### config.mk
export PLATFORM = sky130hd
export DESIGN_NAME = mem_arbiter
export DESIGN_NICKNAME = d
export VERILOG_FILES = /design/src/rtl/mem_arbiter.sv
export SDC_FILE = /design/constraint.sdc
export NUM_CORES = 1
export LEC_CHECK = 0
export BUFFER_PORTS_ARGS = -buffer_cell sky130_fd_sc_hd__buf_2
export CORE_AREA = 2 2 110 112
export CTS_CLUSTER_SIZE = 30
export DETAILED_ROUTE_END_ITERATION = 16
export DIE_AREA = 0 0 112 114
export RECOVER_POWER = 25
export SLEW_MARGIN = 20
export SYNTH_ARGS = -nofsm -noshare
export SYNTH_HDL_FRONTEND = slang
export SYNTH_SLANG_ARGS = --single-unit
### constraint.sdc
create_clock -name i_clk -period 2.8 [get_ports i_clk]
set_input_delay 0.14 -clock i_clk [delete_from_list [all_inputs] [get_ports i_clk]]
set_output_delay 0.14 -clock i_clk [all_outputs]
set_load 0.01 [all_outputs]
### src/rtl/mem_arbiter.sv
// Shares one memory port between the fetch and load/store requesters, one transaction in flight.
// Define MEM_ARB_RR_EN for round-robin tie-breaking; otherwise data wins every tie.
module mem_arbiter #(
  parameter int ADDR_WIDTH     = 32,
  parameter int DATA_WIDTH     = 32,
  parameter int TIMEOUT_CYCLES = 255
) (
  input  logic                      i_clk,
  input  logic                      i_rst,
  // fetch requester
  input  logic                      i_if_req,
  input  logic [ADDR_WIDTH-1:0]     i_if_addr,
  output logic                      o_if_gnt,
  output logic                      o_if_rvalid,
  output logic                      o_if_err,
  output logic [DATA_WIDTH-1:0]     o_if_rdata,
  // load/store requester
  input  logic                      i_d_req,
  input  logic                      i_d_we,
  input  logic [ADDR_WIDTH-1:0]     i_d_addr,
  input  logic [DATA_WIDTH-1:0]     i_d_wdata,
  input  logic [DATA_WIDTH/8-1:0]   i_d_wstrb,
  output logic                      o_d_gnt,
  output logic                      o_d_rvalid,
  output logic                      o_d_err,
  output logic [DATA_WIDTH-1:0]     o_d_rdata,
  // memory port
  output logic                      o_m_req,
  output logic                      o_m_we,
  output logic [ADDR_WIDTH-1:0]     o_m_addr,
  output logic [DATA_WIDTH-1:0]     o_m_wdata,
  output logic [DATA_WIDTH/8-1:0]   o_m_wstrb,
  input  logic                      i_m_gnt,
  input  logic                      i_m_rvalid,
  input  logic                      i_m_err,
  input  logic [DATA_WIDTH-1:0]     i_m_rdata,
  // status
  output logic                      o_busy,
  output logic [1:0]                o_dbg_state
);

  // Handshake: a requester holds req and its fields until its gnt is seen high
  // at a rising edge; gnt is only ever high together with i_m_gnt in IDLE, and
  // the matching rvalid (data or error) arrives in a later cycle for one cycle.

  localparam int STRB_W = DATA_WIDTH / 8;
  localparam logic OWN_FETCH = 1'b0;
  localparam logic OWN_DATA  = 1'b1;
  localparam logic [15:0] CNT_LAST = 16'(TIMEOUT_CYCLES - 1);
  localparam logic [15:0] CNT_MAX  = 16'hFFFF;

  typedef enum logic [1:0] {
    ST_IDLE  = 2'd0,
    ST_WAIT  = 2'd1,
    ST_DRAIN = 2'd2
  } state_e;

  state_e      state_q, state_d;
  logic        owner_q, owner_d;
  logic [15:0] cnt_q, cnt_d;

  logic win_data;
  logic any_req;

  logic                  m_req, m_we;
  logic [ADDR_WIDTH-1:0] m_addr;
  logic [DATA_WIDTH-1:0] m_wdata;
  logic [STRB_W-1:0]     m_wstrb;
  logic                  gnt_fire;
  logic                  rsp_valid, rsp_err;
  logic [DATA_WIDTH-1:0] rsp_data;

`ifdef MEM_ARB_RR_EN
  logic last_owner_q, last_owner_d;

  always_comb begin
    if (i_if_req && i_d_req) win_data = (last_owner_q == OWN_FETCH);
    else                     win_data = i_d_req;
  end
`else
  always_comb begin
    win_data = i_d_req;
  end
`endif

  assign any_req = i_if_req | i_d_req;

  always_comb begin
    state_d   = state_q;
    owner_d   = owner_q;
    cnt_d     = cnt_q;
    m_req     = 1'b0;
    m_we      = 1'b0;
    m_addr    = '0;
    m_wdata   = '0;
    m_wstrb   = '0;
    gnt_fire  = 1'b0;
    rsp_valid = 1'b0;
    rsp_err   = 1'b0;
    rsp_data  = '0;
`ifdef MEM_ARB_RR_EN
    last_owner_d = last_owner_q;
`endif
    unique case (state_q)
      ST_IDLE: begin
        if (any_req) begin
          m_req = 1'b1;
          if (win_data) begin
            m_we    = i_d_we;
            m_addr  = i_d_addr;
            m_wdata = i_d_wdata;
            m_wstrb = i_d_wstrb;
          end else begin
            m_addr  = i_if_addr;
          end
          if (i_m_gnt) begin
            gnt_fire = 1'b1;
            owner_d  = win_data ? OWN_DATA : OWN_FETCH;
            cnt_d    = '0;
            state_d  = ST_WAIT;
`ifdef MEM_ARB_RR_EN
            last_owner_d = win_data ? OWN_DATA : OWN_FETCH;
`endif
          end
        end
      end
      ST_WAIT: begin
        // A response arriving in the timeout cycle still completes normally.
        if (i_m_rvalid) begin
          rsp_valid = 1'b1;
          rsp_err   = i_m_err;
          rsp_data  = i_m_rdata;
          state_d   = ST_IDLE;
        end else if (cnt_q == CNT_LAST) begin
          rsp_valid = 1'b1;
          rsp_err   = 1'b1;
          cnt_d     = '0;
          state_d   = ST_DRAIN;
        end else if (cnt_q != CNT_MAX) begin
          cnt_d = cnt_q + 16'd1;
        end
      end
      ST_DRAIN: begin
        // Swallow the late response of the timed-out transaction, or give up on it.
        if (i_m_rvalid || (cnt_q == CNT_LAST)) begin
          cnt_d   = '0;
          state_d = ST_IDLE;
        end else if (cnt_q != CNT_MAX) begin
          cnt_d = cnt_q + 16'd1;
        end
      end
      default: begin
        cnt_d   = '0;
        state_d = ST_IDLE;
      end
    endcase
  end

  // Outputs are forced low while reset is held, independent of the inputs.
  always_comb begin
    o_m_req     = 1'b0;
    o_m_we      = 1'b0;
    o_m_addr    = '0;
    o_m_wdata   = '0;
    o_m_wstrb   = '0;
    o_if_gnt    = 1'b0;
    o_d_gnt     = 1'b0;
    o_if_rvalid = 1'b0;
    o_if_err    = 1'b0;
    o_if_rdata  = '0;
    o_d_rvalid  = 1'b0;
    o_d_err     = 1'b0;
    o_d_rdata   = '0;
    o_busy      = 1'b0;
    o_dbg_state = 2'd0;
    if (i_rst) begin
      o_m_req     = m_req;
      o_m_we      = m_we;
      o_m_addr    = m_addr;
      o_m_wdata   = m_wdata;
      o_m_wstrb   = m_wstrb;
      o_if_gnt    = gnt_fire & ~win_data;
      o_d_gnt     = gnt_fire & win_data;
      o_busy      = (state_q == ST_WAIT) || (state_q == ST_DRAIN);
      o_dbg_state = state_q;
      if (owner_q == OWN_DATA) begin
        o_d_rvalid = rsp_valid;
        o_d_err    = rsp_err;
        o_d_rdata  = rsp_data;
      end else begin
        o_if_rvalid = rsp_valid;
        o_if_err    = rsp_err;
        o_if_rdata  = rsp_data;
      end
    end
  end

  always_ff @(posedge i_clk or negedge i_rst) begin
    if (!i_rst) begin
      state_q <= ST_IDLE;
      owner_q <= OWN_DATA;
      cnt_q   <= '0;
    end else begin
      state_q <= state_d;
      owner_q <= owner_d;
      cnt_q   <= cnt_d;
    end
  end

`ifdef MEM_ARB_RR_EN
  always_ff @(posedge i_clk or negedge i_rst) begin
    if (!i_rst) last_owner_q <= OWN_DATA;
    else        last_owner_q <= last_owner_d;
  end
`endif

endmodule

-- Word-level counts from Yosys, hierarchy flattened
Index checks and enable logic that the tools add are counted.
- bits in registers: 19
- input port bits: 140
- output and inout port bits: 143
- word-level logic and storage cells: 82
- add/subtract/negate cells: 1
- eq/ne operators: 9
- mux-type cells: 59
- bitwise operators: 4
- reduce and logical (&&, ||, !) cells: 6
- operator list (kind ; count):
    $mux 32 ; 14
    $mux 16 ; 6
    $pmux 16 s3 ; 1
    $mux 1 ; 27
    $add 16x1->16 const B ; 1
    $eq 16x8->1 const B ; 1
    $mux 4 ; 4
    $ne 16x16->1 const B ; 1
    $mux 2 ; 6
    $ne 2x2->1 const B ; 4
    $pmux 2 s3 ; 1
    $reduce_and 3->1 ; 2
    $reduce_and 4->1 ; 1
    $ne 3x3->1 const B ; 1
    $and 1x1->1 ; 2
    $eq 2x1->1 const B ; 1
    $eq 2x2->1 const B ; 1
    $logic_not 2->1 ; 1
    $logic_or 1x1->1 ; 2
    $not 1->1 ; 1
    $or 1x1->1 ; 1

-- Longest topological paths before layout
- word-level depth: 6
- gate-level depth with buffers: 8

-- Worst setup path before layout
OpenSTA, ideal clock, no wires.
- kind: register -> register
- from: register cnt_q[12]
- to: register cnt_q[14]
- library setup time: 0.137 ns
- arrival time: 2.061 ns
- required time: 2.663 ns
- path slack: 0.602 ns
- stages on the path, launching flop included: 8
- clock period less this slack: 2.198 ns
- cell sequence: dfrtp_1 > buf_6 > or4_4 > or4_4 > and3_1 > buf_6 > a41oi_1 > a21oi_1
- cells in the longest elaborated chain, start to end: 5
- ends and longest elaborated chain (item ; line ; text):
    from (decl) ; 60 ; logic [15:0] cnt_q, cnt_d;
    from (signal assigned) ; 206 ; cnt_q <= cnt_d;
    $add 16x1->16 or $ne 16x16->1 (tied branches) ; -- ;
    $mux 16 ; 139, 148 ;
    $mux 16 ; 134 ; end else if (cnt_q == CNT_LAST) begin
    $mux 16 ; 129 ; if (i_m_rvalid) begin
    $pmux 16 s3 * ; 104 ; unique case (state_q)
Mark *: on every way between the ends. The rest lies on a longest branch, timed or not. The select of a mux whose other input is x is not followed.
A chain may end at the register's enable or synchronous reset.

-- Worst setup path after layout
- from: register cnt_q[12]
- to: output o_d_err
- cells in the longest elaborated chain, start to end: 6
- ends and longest elaborated chain (item ; line ; text):
    $eq 16x8->1 ; 134 ;
    $mux 1 ; 134 ;
    $mux 1 ; 129 ;
    $mux 1 ; 104 ;
    $mux 1 ; 186 ; if (owner_q == OWN_DATA) begin
    $mux 1 ; 176 ; if (i_rst) begin
    to (decl) ; 25 ; output logic o_d_err,
No other way between the ends.

==> results.cfg <==
[clocking]
ctsResizeCount = 0
cts_made_buffers = 3
cts_root_buf = clkbuf_16
cts.sinks = 19
h-tree-depth = 1
clkTransAtPathRegs_ns = 0.06
cts_buffer_depth = 2
cts_tree = built
clk_latency_ns = 0.25

[setup_path]
slowest_stage = or4_4
critPathBufInv = 1
critPathTopFamily = simple AND/OR/NAND/NOR gates
worstPathRequired_ns = 2.66
cp_max_fo = 9
path_cells = or4_4 > or4_4 > nor2_1 > a21oi_1 > nor2_1 > buf_2
startpoint_type = register
r2r-start = cnt_q[12]
crit_path_end_kind = output port
cp_data_arrival_time_ns = 2.26
crit_type = register to output port
critPathMaxStageDelay_ns = 0.58
setup.worst_path.start = cnt_q[12]

[sta]
fin_crit_sh_pct = 85.8
final.setup.worst_slack_ns = 0.397
relSlewSlack_pct = 51.9
drv_slew = 0
rsz0062_at_grt = no
fin_setup_tns_ns = 0
whs_ns = 0.181
finalSetupViolCount = 0
worst_pin_slew_ns = 0.722
clock.fmax_ghz = 0.416
skew_ns = 0.00318
finalCriticalPeriod_ns = 2.40
hold_viol_final = 0

[logic_synthesis]
synth.area.mux_share_pct = 14.5
async_flop_share_pct = 100
synth_nets = 488
synthXorXnorAreaFrac_pct = 1.77
synthCells = 343
synth_compound_area_share_pct = 9.24
synth_fa_ha_area_share_pct = 2.52
synth_edf_count = 0
yosys.area_share.simple_pct = 47.1
syn_avg_cell_area_um2 = 7.23
netlist_area_um2 = 2480
ys_seq_area_share_pct = 19.2
synth_top_family_by_area = simple AND/OR/NAND/NOR gates
ys_seq_elements = 19
ys_types = 43
synth-warning-count = 0
synthFlopType = dfrtp_1

[cells_and_area]
drive_gt1_share_pct = 45.0
fillers = 1366
seqCellArea_um2 = 477
num_antenna_cells = 0
final_net_count = 759
multiInputGateArea_um2 = 1870
areaGrowthSynthToFinish_pct = 64.9
layout_commonest_cell = buf_2
final_cell_mix = buf_2, and2_1, nor2_1, mux2i_1, clkbuf_1
fin_area_um2 = 4090

[hold_path]
min_from = i_m_rvalid
hold_class = input pin to register

[floorplan]
io_pins = 283
rows = 40
chipHeight_um = 114
die_x_um = 112
design.die.area_um2 = 12800
coreArea_um2 = 11700
start_util_pct = 21.2

[place]
gp_congestion = 0.817
preCtsSetupSlack_ns = 0.567
dpl_cell_area_um2 = 4030
port_buffers = 282
place_hpwl_um = 10800

[drt]
dr_total_vias = 3360
routed_wl_um = 12300
ant_nets = 0
dr.pass1.iters = 4
route.detailed.drc = 0
viasPerCell = 4.42
detailedRoute.firstIterationViolations = 121
wl_per_cell_um = 16.2

[pwr]
p_per_area_nw_per_um2 = 399
power_frac_comb_pct = 59.8
power.switching_w = 0.000723
pwr-share-clk_pct = 18.3
p_int_w = 0.000908
switching_share_pct = 44.3
seq_power_share_pct = 21.9
peakVddDrop_v = 0.000259
power_leakage_nw = 2.42
finalPower_w = 0.00163

[global_routing]
grt_start_max_net_pins = 39
grt_overflow = 0
grt_pass1_vias = 3050
grt_pass1_wl_um = 17500
gr-usage-all-layers_pct = 17.7
antenna_found_initial = 0

[run]
max_cap_violations = 0

[outcome]
status = finished, final reports clean
[timing repair]
item                                   CTS  global route
endpoints found under the hold margin    6             0
hold buffers                             1             0
setup buffers                            0             0
[power by group through the flow]
stage                     Combinational, W  Sequential (W)  Clock [W]
after CTS                          0.00101        0.000359   0.000305
after floorplan                   0.000567        0.000346          0
after global placement             0.00100        0.000362          0
after detailed placement           0.00100        0.000364          0
final                             0.000976        0.000357   0.000299
after global routing               0.00108        0.000369   0.000320
[registers in the layout, summed over array words and instances, names as in the netlist]
signal   flops
cnt_q       16
owner_q      1
state_q      2
[cell usage after synthesis (2+ instances only)]
master / count / area share, %
mux2i_1: 36 / 15
nand2_1: 13 / 2.0
and4_1: 2 / 0.71
a21oi_1: 8 / 1.6
or4_4: 2 / 0.91
clkbuf_1: 20 / 3.0
o211ai_1: 4 / 1.2
nand4_1: 6 / 1.5
nand3_1: 11 / 2.2
ha_1: 5 / 2.5
nor4_1: 2 / 0.50
dfrtp_1: 18 / 18
nor3_1: 2 / 0.40
buf_6: 2 / 0.91
and2_1: 106 / 27
inv_1: 7 / 1.1
nor2_1: 53 / 8.0
a21o_1: 2 / 0.61
or3_1: 3 / 0.76
and3_1: 7 / 1.8
o21ai_1: 6 / 1.2
o31ai_1: 2 / 0.61
buf_1: 2 / 0.30
nor3b_1: 2 / 0.61
xor2_1: 4 / 1.4
[worst reg2reg max path: stages, from the launching register on]
cell and delay [ns]:
dfrtp_1 0.47, or4_4 0.55, or4_4 0.58, and3_1 0.25
a41oi_1 0.24, a21oi_1 0.07
[path summary, 6_finish.rpt]
| path | end | slack, ns | depth (start not counted) |
|---|---|---|---|
| max | o_d_err | 0.40 | 6 |
| min | state_q[1] | 0.18 | 2 |
| max reg2reg | cnt_q[14] | 0.53 | 5 |
| min reg2reg | state_q[0] | 0.58 | 1 |
| max in group asynchronous | state_q[1] | 1.68 | 3 |
| min in group asynchronous | cnt_q[6] | 0.45 | 2 |
[stage by stage]
stage	utilization, %	cells
2_1_floorplan	-	343
4_1_cts	35.1	760
5_1_grt	34.9	760
3_5_place_dp	34.4	755
6_report	34.9	760
3_3_place_gp	34.4	755
[metal layers]
metal	global-route usage [%]	share of wire, %	wire (um)	up-vias
met5	0	0	0	-
met2	34.5	56	6910	111
li1	-	-	-	1698
met3	2.55	4.5	550	13
met4	5.12	2.3	278	0
met1	20.0	37	4580	1538
[kinds of logic after synthesis]
family,after synthesis
compound gates,34
mux,36
fa+ha+maj,5
simple gates,212
flops,19
buf+inv,32
xor+xnor,5
[final cells by class]
cell class              count  share of cell area [%]
flip-flops and latches     19                    11.7
repair buffers            291                    35.5
clock inverters             1                   0.122
inverters                   7                   0.643
multi-input cells         292                    45.7
well taps                 147                    4.50
clock buffers               3                    1.84
(Power assumes the default switching activity.)
